`config.mk`:
```
export PLATFORM = sky130hd
export DESIGN_NAME = refcpu_fetch_seq
export DESIGN_NICKNAME = d
export VERILOG_FILES = /design/src/rtl/refcpu_fetch_seq_pkg.sv /design/src/rtl/refcpu_fetch_seq_branch_unit.sv /design/src/rtl/refcpu_fetch_seq.sv
export SDC_FILE = /design/constraint.sdc
export NUM_CORES = 1
export LEC_CHECK = 0
export ABC_AREA = 1
export CAP_MARGIN = 20
export CORE_ASPECT_RATIO = 1.2
export CORE_MARGIN = 2
export CORE_UTILIZATION = 30
export CTS_CLUSTER_SIZE = 14
export DETAILED_ROUTE_END_ITERATION = 8
export PLACE_DENSITY_LB_ADDON = 0.25
export RECOVER_POWER = 100
export SYNTH_ARGS = -nofsm -noshare
export SYNTH_HDL_FRONTEND = slang
export SYNTH_SLANG_ARGS = --single-unit
```
`constraint.sdc`:
```
create_clock -name clk -period 4.2 [get_ports clk]
set_clock_uncertainty 0.15 [all_clocks]
set_input_delay 0.63 -clock clk [delete_from_list [all_inputs] [get_ports clk]]
set_output_delay 0.63 -clock clk [all_outputs]
set_load 0.1 [all_outputs]
```
`src/rtl/refcpu_fetch_seq_pkg.sv`:
```
// Shared definitions for the refcpu fetch/commit sequencer: states, opcodes, instruction fields.
// Latency: n/a (types and constants only).
// Backpressure: n/a.
package refcpu_fetch_seq_pkg;

    // Sequencer states; the one unused 3-bit encoding is treated as illegal.
    typedef enum logic [2:0] {
        FETCH           = 3'd0,
        FETCH_ADDR_SENT = 3'd1,
        DECODE          = 3'd2,
        BRANCH_EVAL     = 3'd3,
        BRANCH          = 3'd4,
        COMMIT          = 3'd5,
        UNKNOWN         = 3'd6
    } cpu_state_t;

    typedef logic [5:0]  opcode_t;
    typedef logic [4:0]  regid_t;
    typedef logic [15:0] imm16_t;

    // MIPS I-type layout.
    typedef struct packed {
        opcode_t opcode;
        regid_t  rs;
        regid_t  rt;
        imm16_t  imm;
    } instr_t;

    localparam opcode_t OP_BEQ = 6'h04;
    localparam opcode_t OP_BNE = 6'h05;

    // Default for the sequencer's branch-delay-slot behaviour (1 = MIPS delay slot).
    localparam int DELAY_SLOT_DEFAULT = 1;

    function automatic logic is_branch(input opcode_t op);
        return (op == OP_BEQ) || (op == OP_BNE);
    endfunction

endpackage

```
`src/rtl/refcpu_fetch_seq_branch_unit.sv`:
```
// Branch unit: BEQ/BNE comparator and pc-relative target adder.
// Latency: purely combinational.
// Backpressure: none; results are sampled by the sequencer when it needs them.
module refcpu_branch_unit
    import refcpu_fetch_seq_pkg::*;
#(
    parameter int ADDR_W = 32
) (
    input  opcode_t           opcode,
    input  logic [31:0]       rs_val,
    input  logic [31:0]       rt_val,
    input  logic [ADDR_W-1:0] pc,
    input  imm16_t            imm,
    output logic              taken,
    output logic [ADDR_W-1:0] target
);

    // Word offset, sign-extended to the full 32 bits before truncating to ADDR_W.
    logic [31:0] offset;

    // Offset and target wrap modulo 2^ADDR_W.
    always_comb begin
        offset = {{14{imm[15]}}, imm, 2'b00};
        target = pc + ADDR_W'(32'd4) + offset[ADDR_W-1:0];
    end

    // Branch condition per opcode; anything else never takes.
    always_comb begin
        taken = 1'b0;
        case (opcode)
            OP_BEQ:  taken = (rs_val == rt_val);
            OP_BNE:  taken = (rs_val != rt_val);
            default: taken = 1'b0;
        endcase
    end

endmodule

```
`src/rtl/refcpu_fetch_seq.sv`:
```
// Fetch/decode/branch/commit sequencer for a multi-cycle MIPS-style core.
// Latency: >=3 cycles per instruction (fetch, decode, commit) plus 1-2 for branches.
// Backpressure: holds the fetch request until ireq_addr_ok; waits indefinitely for iresp_data_ok.
module refcpu_fetch_seq
    import refcpu_fetch_seq_pkg::*;
#(
    parameter int          ADDR_W     = 32,
    parameter int unsigned RESET_PC   = 0,
    parameter int          DELAY_SLOT = DELAY_SLOT_DEFAULT
) (
    input  logic              clk,
    input  logic              reset,
    output logic              ireq_valid,
    output logic [ADDR_W-1:0] ireq_addr,
    input  logic              ireq_addr_ok,
    input  logic              iresp_data_ok,
    input  logic [31:0]       iresp_data,
    output regid_t            rs_id,
    output regid_t            rt_id,
    input  logic [31:0]       rs_val,
    input  logic [31:0]       rt_val,
    output logic              commit_valid,
    output logic [ADDR_W-1:0] commit_pc,
    output logic [31:0]       commit_instr,
    output cpu_state_t        state,
    output logic              error
);

    cpu_state_t        state_q;
    cpu_state_t        state_d;
    instr_t            instr_q;
    logic [ADDR_W-1:0] pc_q;
    logic [ADDR_W-1:0] delayed_pc_q;
    logic [ADDR_W-1:0] next_pc;
    logic [ADDR_W-1:0] br_target;
    logic              delayed_q;
    logic              br_taken;
    logic              br_taken_q;
    logic              latch_instr;
    logic              bad_state;
    logic              error_q;

    refcpu_branch_unit #(
        .ADDR_W (ADDR_W)
    ) u_branch (
        .opcode (instr_q.opcode),
        .rs_val (rs_val),
        .rt_val (rt_val),
        .pc     (pc_q),
        .imm    (instr_q.imm),
        .taken  (br_taken),
        .target (br_target)
    );

    assign next_pc      = pc_q + ADDR_W'(32'd4);
    assign ireq_addr    = pc_q;
    assign rs_id        = instr_q.rs;
    assign rt_id        = instr_q.rt;
    assign commit_valid = (state_q == COMMIT);
    assign commit_pc    = pc_q;
    assign commit_instr = instr_q;
    assign state        = state_q;
    assign error        = error_q;

    // Next-state logic; a branch sitting in a delay slot decodes as a plain instruction.
    always_comb begin
        state_d     = state_q;
        latch_instr = 1'b0;
        bad_state   = 1'b0;
        case (state_q)
            FETCH: begin
                if (ireq_valid && ireq_addr_ok) begin
                    if (iresp_data_ok) begin
                        state_d     = DECODE;
                        latch_instr = 1'b1;
                    end else begin
                        state_d = FETCH_ADDR_SENT;
                    end
                end
            end
            FETCH_ADDR_SENT: begin
                if (iresp_data_ok) begin
                    state_d     = DECODE;
                    latch_instr = 1'b1;
                end
            end
            DECODE: begin
                if (is_branch(instr_q.opcode) && !delayed_q) begin
                    state_d = BRANCH_EVAL;
                end else begin
                    state_d = COMMIT;
                end
            end
            BRANCH_EVAL: state_d = br_taken ? BRANCH : COMMIT;
            BRANCH:      state_d = COMMIT;
            COMMIT:      state_d = FETCH;
            default: begin
                state_d   = UNKNOWN;
                bad_state = 1'b1;
            end
        endcase
    end

    // State register; the fetch request is registered so it stays low through reset and
    // rises on the first edge after release.
    always_ff @(posedge clk or posedge reset) begin
        if (reset) begin
            state_q    <= FETCH;
            ireq_valid <= 1'b0;
        end else begin
            state_q    <= state_d;
            ireq_valid <= (state_d == FETCH);
        end
    end

    // Instruction latch, branch bookkeeping, pc update at commit and the sticky error flag.
    always_ff @(posedge clk or posedge reset) begin
        if (reset) begin
            pc_q         <= ADDR_W'(RESET_PC);
            delayed_q    <= 1'b0;
            delayed_pc_q <= '0;
            instr_q      <= '0;
            br_taken_q   <= 1'b0;
            error_q      <= 1'b0;
        end else begin
            if (latch_instr) begin
                instr_q <= iresp_data;
            end
            if (state_q == BRANCH_EVAL) begin
                br_taken_q <= br_taken;
            end
            if (state_q == BRANCH) begin
                delayed_pc_q <= br_target;
            end
            if (state_q == COMMIT) begin
                br_taken_q <= 1'b0;
                if (delayed_q) begin
                    pc_q      <= delayed_pc_q;
                    delayed_q <= 1'b0;
                end else if (br_taken_q && (DELAY_SLOT != 0)) begin
                    pc_q      <= next_pc;
                    delayed_q <= 1'b1;
                end else if (br_taken_q) begin
                    pc_q <= delayed_pc_q;
                end else begin
                    pc_q <= next_pc;
                end
            end
            if (bad_state) begin
                error_q <= 1'b1;
            end
        end
    end

endmodule

```
After elaboration in Yosys (flattened, before gate mapping):

Cells that the tools add are included.

* $add $sub $neg: 2
* equality and inequality tests: 9
* multiplexer cells: 15
* reduce and logical (&&, ||, !) cells: 8

Operator list (count)
* $add A32 B3 Y32 const B: 1
* $add A32 B32 Y32: 1
* $eq A32 B32 Y1: 1
* $mux W32: 1
* $ne A32 B32 Y1: 1
* $pmux W3 S6: 1
* $eq A6 B3 Y1 const B: 2
* $mux W3: 3
* $mux W1: 7
* $eq A3 B2 Y1 const B: 2
* $eq A3 B3 Y1 const B: 2
* $logic_not A3 Y1: 2
* $reduce_or A6 Y1: 1
* $pmux W1 S2: 2
* $eq A3 B1 Y1 const B: 1
* $logic_and A1 B1 Y1: 2
* $mux W2: 1
* $reduce_bool A2 Y1: 1
* $logic_not A1 Y1: 1
* $logic_or A1 B1 Y1: 1

* flip-flop bits (word level): 103
* input port bits: 100
* output and inout bits: 112
* word-level logic and storage cells: 45

Depth between registers and ports, before layout:

* word-level depth: 6
* mapped depth: 21
* depth with buffers taken out: 21

By module:

Synthesis repeated with hierarchy kept, for this count alone.

* cells, all modules: 1203
* area total of the unflattened synthesis: 8488.1 um^2

By module, submodules not included
* refcpu_fetch_seq: instances 1, cells an instance 625, area an instance 5357.6 um^2, seq. area each 2577.5 um^2
* refcpu_branch_unit: instances 1, cells an instance 578, area an instance 3130.5 um^2, seq. area each 0.0 um^2

Least setup slack after synthesis:

Ideal clock, no wire load.

* kind: register to register
* start: reg pc_q[2], in the netlist commit_pc[2]
* end: reg delayed_pc_q[31]
* library setup time: 0.118 ns
* data arrival time: 3.220 ns
* required time: 3.932 ns
* path slack: 0.712 ns
* stages on the path, launching flop included: 20
* path buffers: 0
* clock period less this slack: 3.488 ns
* cell sequence: dfrtp_1 ha_1 inv_1 nor2_4 nand3_1 nor2_1 nand2_1 nor2_2 nand2_1 xnor2_2 ha_1 inv_1 nor3_1 nand2_1 nor2_1 nand2_1 nand3_1 nand2_1 nand3_1 nand2_1

* longest elaborated chain between the ends: 2

Ends and longest elaborated chain
* start: declaration: RTL line refcpu_fetch_seq.sv:32 `logic [ADDR_W-1:0] pc_q;`
* start signal: assignment: RTL line refcpu_fetch_seq.sv:119 `pc_q <= ADDR_W'(RESET_PC);`
* start signal: assignment: RTL line refcpu_fetch_seq.sv:138 `pc_q <= delayed_pc_q;`
* start signal: assignment: RTL line refcpu_fetch_seq.sv:141 `pc_q <= next_pc;`
* $add A32 B3 Y32: RTL line refcpu_fetch_seq_branch_unit.sv:24 `target = pc + ADDR_W'(32'd4) + offset[ADDR_W-1:0];`
* $add A32 B32 Y32: RTL line refcpu_fetch_seq_branch_unit.sv:24
* end signal: assignment: RTL line refcpu_fetch_seq.sv:133 `delayed_pc_q <= br_target;`
* end: declaration: RTL line refcpu_fetch_seq.sv:33 `logic [ADDR_W-1:0] delayed_pc_q;`

No other way between the ends.
A chain may end at the register's enable or synchronous reset.

Final worst setup path:

* start: reg state_q[2], in the netlist state[2]
* end: reg delayed_pc_q[17]

* longest elaborated chain between the ends: 1

Ends and longest elaborated chain
* start: declaration: RTL line refcpu_fetch_seq.sv:29 `cpu_state_t state_q;`
* start signal: assignment: RTL line refcpu_fetch_seq.sv:111 `state_q <= state_d;`
* $eq A3 B3 Y1: RTL line refcpu_fetch_seq.sv:132 `if (state_q == BRANCH) begin`

No other way between the ends.

==> impl.org <==
** Clock network
- The later pin in the worst-skew pair is clocked with a latency of 0.36 ns.
- Number of H-tree levels :: 3
- After clock tree synthesis, the repair step resized 0 gates.
- Buffers inserted during clock tree synthesis total 9.
- Clock tree synthesis found a total of 103 sinks.
- The clock passes through at most 2 buffers.
- Root Buffer Master :: clkbuf_16
- Clock input transition at the sequential cells of the worst setup and hold paths :: 0.08 ns
- CTS hold repair buffers :: 0
- After clock tree synthesis, the setup repair step added 0 buffers.
- CTS tree :: built

** Cells and area
- The number of antenna diodes in the final layout is 0.
- Share of post-route cells with drive strength above 1 :: 0.03358
- The count of cells in the finished layout, fillers not included, comes to 1705.
- Number of fillers in the final layout :: 2858
- Net count of the finished layout :: 1503
- In the final layout, the multi-input gates occupy 4349 sq um.
- Register area :: 2577 sq um
- Area grow syn2layout :: 29.63%

** Floorplanning
- Area of the die :: 28200 sq um
- After floorplanning, the core was sized to cover 26350 sq um.
- The die is 183.6 um tall.
- Chip Width :: 153.6 um
- Total number of placement rows :: 65
- I/O pin count :: 212
- Starting Density :: 0.3059

** Routing
- In this run the remaining antenna-violating nets after routing total 0.
- After detailed routing, the number of remaining DRC violations is 0.
- Drt via density :: 4.636
- The first TritonRoute pass finished after 5 iterations.
- Wire length per cell :: 15.00 um
- Total wire length :: 25580 um
- Initial DRC Count :: 359
- The final route contains 7905 vias.

** Outcome
- Result of the run :: finished with violations
- The final reports fail on max-capacitance violations, max-slew violations.

** Worst setup path
- The worst setup path is launched from a register.
- Worst path required time :: 4.29 ns
- The worst setup path is captured at a register.
- CP max FO :: 34
- Critical path start-end classification :: register to register
- Arrival time of data at the critical path endpoint :: 3.69 ns
- Setup slack on the worst reg-to-reg path comes out at 0.60 ns.

** Placement
- Pre-CTS setup slack :: 0.8407 ns
- At the end of routability-driven placement, the weighted congestion stood at 0.9016.
- Number of buffers added on ports :: 211
- Detailed placement ended at an HPWL of 20550 um.
- After detailed placement, the design holds a cell count of 1688.

** Synthesis
- Of all flip-flops after synthesis, the portion carrying an async set or reset was 1.000.
- Seq/Total Area, Yosys :: 0.3198
- Yosys reg bits :: 103
- Synthesis produced a netlist whose cell count is 1202.
- Synth Flop Type :: dfrtp_1
- Synthesis produced a netlist with a net count of 1340.
- The synthesized design contains 0 enable-type register cells.
- Mean post-synth cell area :: 6.706 sq um
- Leading post-synthesis cells by cell area :: dfrtp_1 (32%), nand2_1 (21%), inv_1 (7.5%), ha_1 (5.7%), nor2_1 (4.4%)
- After synthesis the cells add up to 8060 sq um.
- Yosys printed 0 warnings.
- Portion of synthesized cell area occupied by the leading cell type :: 0.3198
- Biggest area consumer among synthesized cells :: dfrtp_1
- The number of different library cells used by synthesis comes to 40.

** Global route
- In the global route stage, overall resource usage came out at 0.1846.
- The number of antenna violations at the first check in global routing is 0.
- First-pass GRT wire length :: 41400 um
- Entering global routing, the biggest net connects 59 pins.
- Vias in the first global route :: 7894
- Congestion Overflow GR :: 0

** Timing
- Setup repair after global routing left no endpoint under its margin.
- Max-slew headroom at the worst pin :: -0.5473
- Once routing completed, OpenROAD measured the worst setup slack at 0.6049 ns.
- Number of hold violations in the final report :: 0
- For the finished layout, the period the worst path requires is 3.595 ns.
- Derived from the worst setup path, the maximum achievable clock frequency is 278.2 MHz.
- Transition time at the pin with the least slew margin :: 2.308 ns
- The number of max-slew violations in the final report came to 81.
- Final clock period utilization by the worst path :: 0.8560
- Sum of negative setup slack :: 0 ns
- Setup violations remaining at the end of the flow were counted as 0.

** Flow run
- The tool flagged a number of max-cap violations equal to 2.

** Min path
- In this run the worst hold path is classified as register to register.
[per-layer routing]
layer | up-vias | GRT usage | routed length [um]
li1 | 4043 | - | -
met1 | 3586 | 0.2396 | 11640
met2 | 232 | 0.3108 | 11820
met3 | 44 | 0.02782 | 1309
met4 | 0 | 0.06899 | 815
met5 | - | 0 | 0
[cell type report]
class / instances / area share
Clock buffer: 9 / 0.02155
Clock inverter: 7 / 0.008622
Inverter: 169 / 0.06083
Multi-Input combinational cell: 866 / 0.4162
Sequential cell: 103 / 0.2467
Tap cell: 335 / 0.04011
Timing Repair Buffer: 216 / 0.2060
[kinds of logic after synthesis]
group           after synthesis  synth area share
compound gates              124           0.09019
fa+ha+maj                    38           0.05992
buf+inv                     233            0.1364
xor+xnor                     48           0.05402
flops                       103            0.3198
simple gates                656            0.3396
[sequential cells by signal, summed over array words and instances, names as in the netlist]
register	flops
rt_id	5
error	1
delayed_q	1
delayed_pc_q	32
commit_instr	22
br_taken_q	1
state	3
commit_pc	32
ireq_valid	1
rs_id	5
[cell usage in the layout (no fill, tap or decap), drive strengths merged, types with 2 or more instances in the layout]
cell type        n
o221ai           2
clkinv           4
inv            169
o21bai           4
nor2           103
and2             2
xnor2           24
nor4             5
or2              4
nor3            10
a31oi            3
ha              37
clkinvlp         2
clkbuf          12
nand3b           6
clkdlybuf4s50   96
xor2            24
nand4            7
dfrtp          103
buf              2
o211ai           2
dlygate4sd3    115
a22oi           23
a21oi           34
nand3           61
nand2          458
o22ai            3
o21ai           52
[per-stage QoR]
step | hold WS [ns] | util | instance area [sq um]
6_report | 0.3357 | 0.3965 | 10450
5_1_grt | 0.3549 | 0.3965 | 10450
4_1_cts | 0.3373 | 0.3980 | 10490
3_5_place_dp | 0.3161 | 0.3860 | 10170
3_3_place_gp | 0.3167 | 0.3860 | 10170
2_1_floorplan | 0.2994 | - | 8060
[worst paths after layout]
check	start	endpoint	depth (start not counted)
min reg2reg	delayed_pc_q[30]$_DFFE_PP0P_	delayed_pc_q[30]$_DFFE_PP0P_	2
min	delayed_pc_q[30]$_DFFE_PP0P_	delayed_pc_q[30]$_DFFE_PP0P_	2
min in group asynchronous	reset	delayed_pc_q[23]$_DFFE_PP0P_	2
max	state[2]$_DFF_PP0_	delayed_pc_q[17]$_DFFE_PP0P_	8
max reg2reg	state[2]$_DFF_PP0_	delayed_pc_q[17]$_DFFE_PP0P_	8
max in group asynchronous	reset	commit_pc[16]$_DFFE_PP0P_	3
[critical path, cell delays in order (launching register included)]
cell and delay (ns):
dfrtp_1 0.41, inv_1 0.18, nor2_1 0.06, nand2_1 0.05
clkbuf_1 1.26, inv_1 0.46, clkbuf_2 0.51, nand3_1 0.31
nand2_1 0.07
[cells in the mapped netlist, types with 9 or more instances]
master    number
a21oi_1       34
a22oi_1       23
buf_4         45
clkbuf_1       9
dfrtp_1      103
ha_1          37
inv_1        160
nand2_1      456
nand3_1       58
nor2_1        94
o21ai_0       34
o21ai_1       18
xnor2_1       23
xor2_1        23
Power is not shown: default switching activity piles up to over one toggle a cycle in this logic, so the estimate is an artifact.
